`src/rtl/coreuart_baud_ctrl.sv`:
```
// Run-time baud reconfiguration controller for the CoreUART baud clock generator.
// Latency: write in IDLE -> DRAIN next cycle; APPLY one cycle after TX/RX are both idle.
// Backpressure: tx_hold blocks new frames while draining; the request register holds one entry, latest write wins.
//
// Ports:
//   clk, reset_n                       system clock, synchronous active-low reset
//   cfg_wr, cfg_baud_val, cfg_fraction  one-cycle write of a new divisor/fraction
//   tx_busy, rx_busy                   frame activity from the transmitter / receiver
//   baud_clock                         16x pulse from the generator
//   baud_val, baud_val_fraction        active divisor/fraction driven to the generator
//   gen_reset_n                        synchronous active-low reset to the generator
//   tx_hold                            blocks new transmit starts
//   cfg_busy, cfg_done, cfg_forced     update status: in progress, completion pulse, applied on timeout
module coreuart_baud_ctrl #(
  parameter logic [12:0] DEFAULT_BAUD_VAL = 13'd1,
  parameter logic [2:0]  DEFAULT_FRACTION = 3'd0,
  parameter logic [15:0] DRAIN_TIMEOUT    = 16'd65535,
  parameter int unsigned RESET_HOLD       = 2
) (
  input  logic        clk,
  input  logic        reset_n,
  input  logic        cfg_wr,
  input  logic [12:0] cfg_baud_val,
  input  logic [2:0]  cfg_fraction,
  input  logic        tx_busy,
  input  logic        rx_busy,
  input  logic        baud_clock,
  output logic [12:0] baud_val,
  output logic [2:0]  baud_val_fraction,
  output logic        gen_reset_n,
  output logic        tx_hold,
  output logic        cfg_busy,
  output logic        cfg_done,
  output logic        cfg_forced
);

  localparam logic [2:0] ST_IDLE    = 3'd0;
  localparam logic [2:0] ST_DRAIN   = 3'd1;
  localparam logic [2:0] ST_APPLY   = 3'd2;
  localparam logic [2:0] ST_RESTART = 3'd3;
  localparam logic [2:0] ST_DONE    = 3'd4;

  localparam logic [3:0] HOLD_LAST    = 4'(RESET_HOLD - 1);
  localparam logic [1:0] RESTART_LAST = 2'd3;

  logic [2:0]  state;
  logic [2:0]  state_nxt;

  // pend_baud/pend_frac always hold the most recent write; pend_vld marks a
  // write that arrived too late for the current pass and needs another one.
  logic        pend_vld;
  logic [12:0] pend_baud;
  logic [2:0]  pend_frac;

  logic [15:0] drain_cnt;
  logic [3:0]  hold_cnt;
  logic [1:0]  restart_cnt;

  logic [12:0] req_baud;
  logic [2:0]  req_frac;
  logic        req_same;
  logic        drain_ok;
  logic        drain_tmo;
  logic        apply_go;

  always_comb begin
    // A write in the current cycle takes priority over the stored request,
    // so a write coinciding with drain-complete is the value that gets applied.
    req_baud  = cfg_wr ? cfg_baud_val : pend_baud;
    req_frac  = cfg_wr ? cfg_fraction : pend_frac;
    req_same  = (req_baud == baud_val) && (req_frac == baud_val_fraction);
    drain_ok  = !tx_busy && !rx_busy;
    drain_tmo = (drain_cnt == DRAIN_TIMEOUT);

    state_nxt = state;
    case (state)
      ST_IDLE, ST_DONE: begin
        if (cfg_wr || pend_vld) begin
          state_nxt = req_same ? ST_DONE : ST_DRAIN;
        end else begin
          state_nxt = ST_IDLE;
        end
      end
      ST_DRAIN: begin
        if (drain_ok || drain_tmo) begin
          state_nxt = ST_APPLY;
        end
      end
      ST_APPLY: begin
        if (hold_cnt == HOLD_LAST) begin
          state_nxt = ST_RESTART;
        end
      end
      ST_RESTART: begin
        // Failsafe: a generator that never pulses must not wedge the update.
        if (baud_clock || (restart_cnt == RESTART_LAST)) begin
          state_nxt = ST_DONE;
        end
      end
      default: state_nxt = ST_IDLE;
    endcase

    apply_go = (state == ST_DRAIN) && (state_nxt == ST_APPLY);
  end

  always_ff @(posedge clk) begin
    if (!reset_n) begin
      state             <= ST_IDLE;
      baud_val          <= DEFAULT_BAUD_VAL;
      baud_val_fraction <= DEFAULT_FRACTION;
      gen_reset_n       <= 1'b0;
      pend_vld          <= 1'b0;
      pend_baud         <= DEFAULT_BAUD_VAL;
      pend_frac         <= DEFAULT_FRACTION;
      drain_cnt         <= '0;
      hold_cnt          <= '0;
      restart_cnt       <= '0;
      cfg_forced        <= 1'b0;
    end else begin
      state <= state_nxt;

      // Registered from the next state so the generator reset is glitch-free
      // and low for exactly the cycles spent in APPLY.
      gen_reset_n <= (state_nxt != ST_APPLY);

      if (cfg_wr) begin
        pend_baud <= cfg_baud_val;
        pend_frac <= cfg_fraction;
      end

      // Writes during DRAIN fold into the current pass; writes after the
      // values were loaded queue one more pass, which DONE consumes.
      pend_vld <= (cfg_wr && ((state == ST_APPLY) || (state == ST_RESTART))) ||
                  (pend_vld && (state != ST_DONE));

      if ((state_nxt == ST_DRAIN) && (state != ST_DRAIN)) begin
        drain_cnt <= '0;
      end else if ((state == ST_DRAIN) && (drain_cnt != 16'hFFFF)) begin
        drain_cnt <= drain_cnt + 16'd1;
      end

      if (state == ST_APPLY) begin
        hold_cnt <= hold_cnt + 4'd1;
      end else begin
        hold_cnt <= '0;
      end

      if (state == ST_RESTART) begin
        restart_cnt <= restart_cnt + 2'd1;
      end else begin
        restart_cnt <= '0;
      end

      if (cfg_wr) begin
        cfg_forced <= 1'b0;
      end

      if (apply_go) begin
        baud_val          <= req_baud;
        baud_val_fraction <= req_frac;
        // A clean drain in the timeout cycle still counts as a clean drain.
        if (!drain_ok) begin
          cfg_forced <= 1'b1;
        end
      end
    end
  end

  assign tx_hold  = (state == ST_DRAIN) || (state == ST_APPLY) || (state == ST_RESTART);
  assign cfg_busy = (state != ST_IDLE) || pend_vld;
  assign cfg_done = (state == ST_DONE);

endmodule

```
`config.mk`:
```
export PLATFORM = sky130hd
export DESIGN_NAME = coreuart_baud_ctrl
export DESIGN_NICKNAME = d
export VERILOG_FILES = /design/src/rtl/coreuart_baud_ctrl.sv
export SDC_FILE = /design/constraint.sdc
export NUM_CORES = 1
export LEC_CHECK = 0
export BUFFER_PORTS_ARGS = -buffer_cell sky130_fd_sc_hd__buf_2
export CORE_MARGIN = 5
export CORE_UTILIZATION = 50
export CTS_BUF_LIST = sky130_fd_sc_hd__clkbuf_2
export DETAILED_ROUTE_END_ITERATION = 6
export MAX_ROUTING_LAYER = met4
export PLACE_DENSITY = 0.74
export SETUP_SLACK_MARGIN = 0.4
export SLEW_MARGIN = 0
export SYNTH_ARGS = -nofsm -noshare
export SYNTH_HDL_FRONTEND = slang
export SYNTH_SLANG_ARGS = --single-unit
```
`constraint.sdc`:
```
create_clock -name clk -period 2.1 [get_ports clk]
set_clock_uncertainty 0.15 [all_clocks]
set_input_delay 0 -clock clk [delete_from_list [all_inputs] [get_ports clk]]
set_output_delay 0 -clock clk [all_outputs]
set_load 0.01 [all_outputs]
```
==> key figures <==
Run status
  – Status: completed

Synth
  – Gate Count Post-Synth: 284
  – EDFF count, synth: 0
  – Prevailing post-synth register cell: dfxtp_1
  – Mapped cell area: 2770 um2
  – Synth async-reset ratio: 0%
  – Syn_area_per_cell: 9.74 um2
  – Post-synth net total: 310
  – Library cells used by synthesis: 41
  – Sequential-to-total area share from yosys stat: 43.4%
  – Yosys warns: 0
  – Yosys reg bits: 60

Finish
  – NumNets Final: 404
  – Most common cell after layout, fill and taps aside: dfxtp_1
  – Share of layout cells above drive strength 1: 31.3%
  – FILL cells: between 400 and 500
  – Most frequent cells in the layout: dfxtp_1, nor2_1, buf_2, dlygate4sd3_1, xnor2_1
  – Antenna Diode Count: 0
  – Area growth syn-to-layout: 35.9%

CTS
  – Clk root buf: clkbuf_2
  – Clock sinks: 60
  – CTS tree: done
  – Clk slew on worst S/H paths: approximately 0.18 ns
  – Clk_lat worst skew: 0.48 ns
  – H-tree lvl count: 3
  – CTS buffer count: 9
  – Clk buf depth: 2

Critical path
  – Crit path max fanout: 18
  – CP startpoint kind: register
  – Reg2reg end: drain_cnt[1]$_SDFFE_PP0P_
  – R2R Path Start: pend_baud[10]$_SDFF_PN0_
  – Reg2reg setup slack: 0.15 ns
  – Crit path capture: drain_cnt[1]$_SDFFE_PP0P_
  – CP arrival: 2.18 ns
  – Crit Path Class: reg2reg
  – Slowest cell on crit path: nor4_2
  – Crit end category: register
  – CP Data Required Time: 2.33 ns
  – CP Launch Point: pend_baud[10]$_SDFF_PN0_
  – Crit-path cells: mux2i_2, xnor2_1, nor4_2, nand4_2, buf_12, a221oi_1
  – Worst R2R Path Depth: 6
  – CP max stage delay: between 0.3 and 0.4 ns

Route
  – Routed Antenna Nets: 0
  – DR vias: roughly 2.4k
  – Drt drc: 0
  – Detailed Route Iter0 Violations: roughly 120
  – Routed WL per cell: 14.5 um
  – Vias/cell: about 5.3
  – Overall routed net length: around 6.6 mm
  – First-pass DRT Iterations: 4

STA
  – Final Hold Viols: 0
  – Fmax: 512 MHz
  – Minimum clock period: 1.95 ns
  – Worst-margin pin slew: between 0.4 and 0.5 ns
  – Slew headroom: 68.8%
  – RSZ-0062 raised after global routing: yes
  – Setup slack after layout: 0.146 ns
  – Sum of negative setup slack: 0 ns
  – Max Slew Vio Count: 0
  – Post-route clock period utilization: 93.0%
  – Final setup fails: 0

GRT
  – Vias in the first global route: 2461
  – Total grt overflow: 0
  – Total GRT Usage: 20.1%
  – Initial antenna violation count: 0
  – Largest net degree at the start of global routing: 32
  – First-pass GRT wire length: 11.4 mm

Power
  – Peak supply drop: around 0.52 mV
  – Leakage: 1.41 nW
  – PnR Total Power: 0.00233 W
  – PwrDens: 619 nW/um2

Floorplanning
  – Die ar.: 7120 um2
  – Core area: ~5400 um2
  – Io pins: 43
  – Die W: 84.4 um
  – Num rows: 27
  – Starting Density: 50.8%
  – Chip height: between 80 and 90 um

Worst hold path
  – Type of the most critical hold path: in2reg
  – Hold Crit Depth: 6

Place
  – GPL Wtd Cong: a little under 0.9
  – Worst Setup Slack post-DPL: 0.0418 ns
  – Port Buffers: 42
  – DP Wirelength: 4.01 mm

Flow run
  – Max cap viols: 0
sequential cells by signal, summed over array words and instances, names as in the netlist:
signal	flops
baud_val	13
baud_val_fraction	3
cfg_forced	1
drain_cnt	16
gen_reset_n	1
hold_cnt	4
pend_baud	13
pend_frac	3
pend_vld	1
restart_cnt	2
state	3
how the worst min path moves through the flow:
stage	end	startpoint	slack, ns
3_5_place_dp	pend_baud[0]$_SDFF_PN1_	reset_n	0.10
6_report	baud_val[6]$_SDFFE_PN0P_	rx_busy	0.06
4_1_cts	baud_val[12]$_SDFFE_PN0P_	rx_busy	0.01
2_1_floorplan	pend_baud[0]$_SDFF_PN1_	cfg_baud_val[0]	0.006
3_3_place_gp	pend_baud[0]$_SDFF_PN1_	reset_n	0.10
5_1_grt	baud_val[6]$_SDFFE_PN0P_	rx_busy	0.03
critical path, delay by kind of cell, from the launching register on:
kind	cells	cell delay, ns
flip-flops	1	0.35
AO/OA/AOI/OAI	1	0.27
multiplexers	1	0.23
AND/OR/NAND/NOR	2	0.55
buffers and inverters	1	0.19
XOR/XNOR	1	0.11
logic make-up after synthesis:
kind of cell / count (synthesis) / synth area share [%]
and+or+nand+nor: 101 / 18.8
DFF: 60 / 43.4
AOI/OAI and AO/OA: 49 / 14.0
xor gates and xnor gates: 32 / 10.1
buffers and inverters: 21 / 3.89
muxes: 17 / 7.92
adders and majority gates: 4 / 1.81
routing by layer:
| metal | vias to the layer above | global-route usage, % | wire, um |
|---|---|---|---|
| met1 | 1154 | 23.5 | 2950 |
| met3 | 6 | 6.77 | 292 |
| met4 | 0 | 6.47 | 55 |
| met2 | 49 | 32.6 | 3300 |
| li1 | 1196 | - | - |
| met5 | - | - | 0 |
layout make-up:
| class | instances | area, um2 | area share, % |
|---|---|---|---|
| flip-flops and latches | 60 | 1210 | 32.2 |
| inverters | 3 | 11.3 | 0.300 |
| repair buffers | 101 | 787 | 20.9 |
| clock inverters | 5 | 52.6 | 1.40 |
| clock buffers | 11 | 55.1 | 1.46 |
| multi-input cells | 203 | 1550 | 41.3 |
| well taps | 72 | 90.1 | 2.40 |
what timing repair did:
item,in CTS,in global routing
buffers inserted,6,1
cloned,0,0
endpoints found under the setup margin,37,37
gates resized for setup,10,5
hold buffers,37,0
pin swaps,5,1
endpoints found under the hold margin,60,0
cells in the mapped netlist, types with 2 or more instances:
| cell | number | area [um2] |
|---|---|---|
| clkbuf_1 | 12 | 45.0 |
| nor4_1 | 6 | 37.5 |
| dfxtp_1 | 60 | 1200 |
| buf_2 | 2 | 10.0 |
| and4_1 | 2 | 17.5 |
| a21oi_1 | 3 | 15.0 |
| nor3b_1 | 4 | 30.0 |
| ha_1 | 4 | 50.1 |
| o21ai_0 | 5 | 25.0 |
| mux2i_2 | 3 | 41.3 |
| a211oi_2 | 8 | 100 |
| nor4b_1 | 2 | 17.5 |
| a211oi_1 | 22 | 165 |
| nor2_1 | 45 | 169 |
| xnor2_1 | 31 | 272 |
| buf_6 | 2 | 22.5 |
| mux2i_4 | 3 | 67.6 |
| nand2_1 | 13 | 48.8 |
| mux2i_1 | 11 | 110 |
| nand4_1 | 4 | 25.0 |
| nor3_1 | 7 | 35.0 |
| nor4_2 | 2 | 25.0 |
| inv_1 | 3 | 11.3 |
| nor2b_1 | 2 | 12.5 |
| nand3_1 | 8 | 40.0 |
| o21a_1 | 5 | 37.5 |
per-stage QoR:
step | std cells | hold slack (ns) | utilization [%] | cell area, um2
final | 455 | 0.0553 | 69.1 | 3760
after global routing | 455 | 0.0336 | 69.1 | 3760
after CTS | 454 | 0.0138 | 68.5 | 3730
after detailed placement | 395 | 0.104 | 58.3 | 3170
after global placement | 395 | 0.102 | 58.3 | 3170
after floorplan | 284 | 0.00624 | - | 2850
report_power, final:
group / total, W / internal [W] / leakage, nW / switching, W
Combinational: 0.000421 / 0.000220 / 0.842 / 0.000200
Clock: 0.000689 / 0.000279 / 0.0717 / 0.000410
Sequential: 0.00122 / 0.00118 / 0.492 / 0.0000342
Total: 0.00233 / 0.00168 / 1.41 / 0.000644
Power figures use the tool's default switching activity.
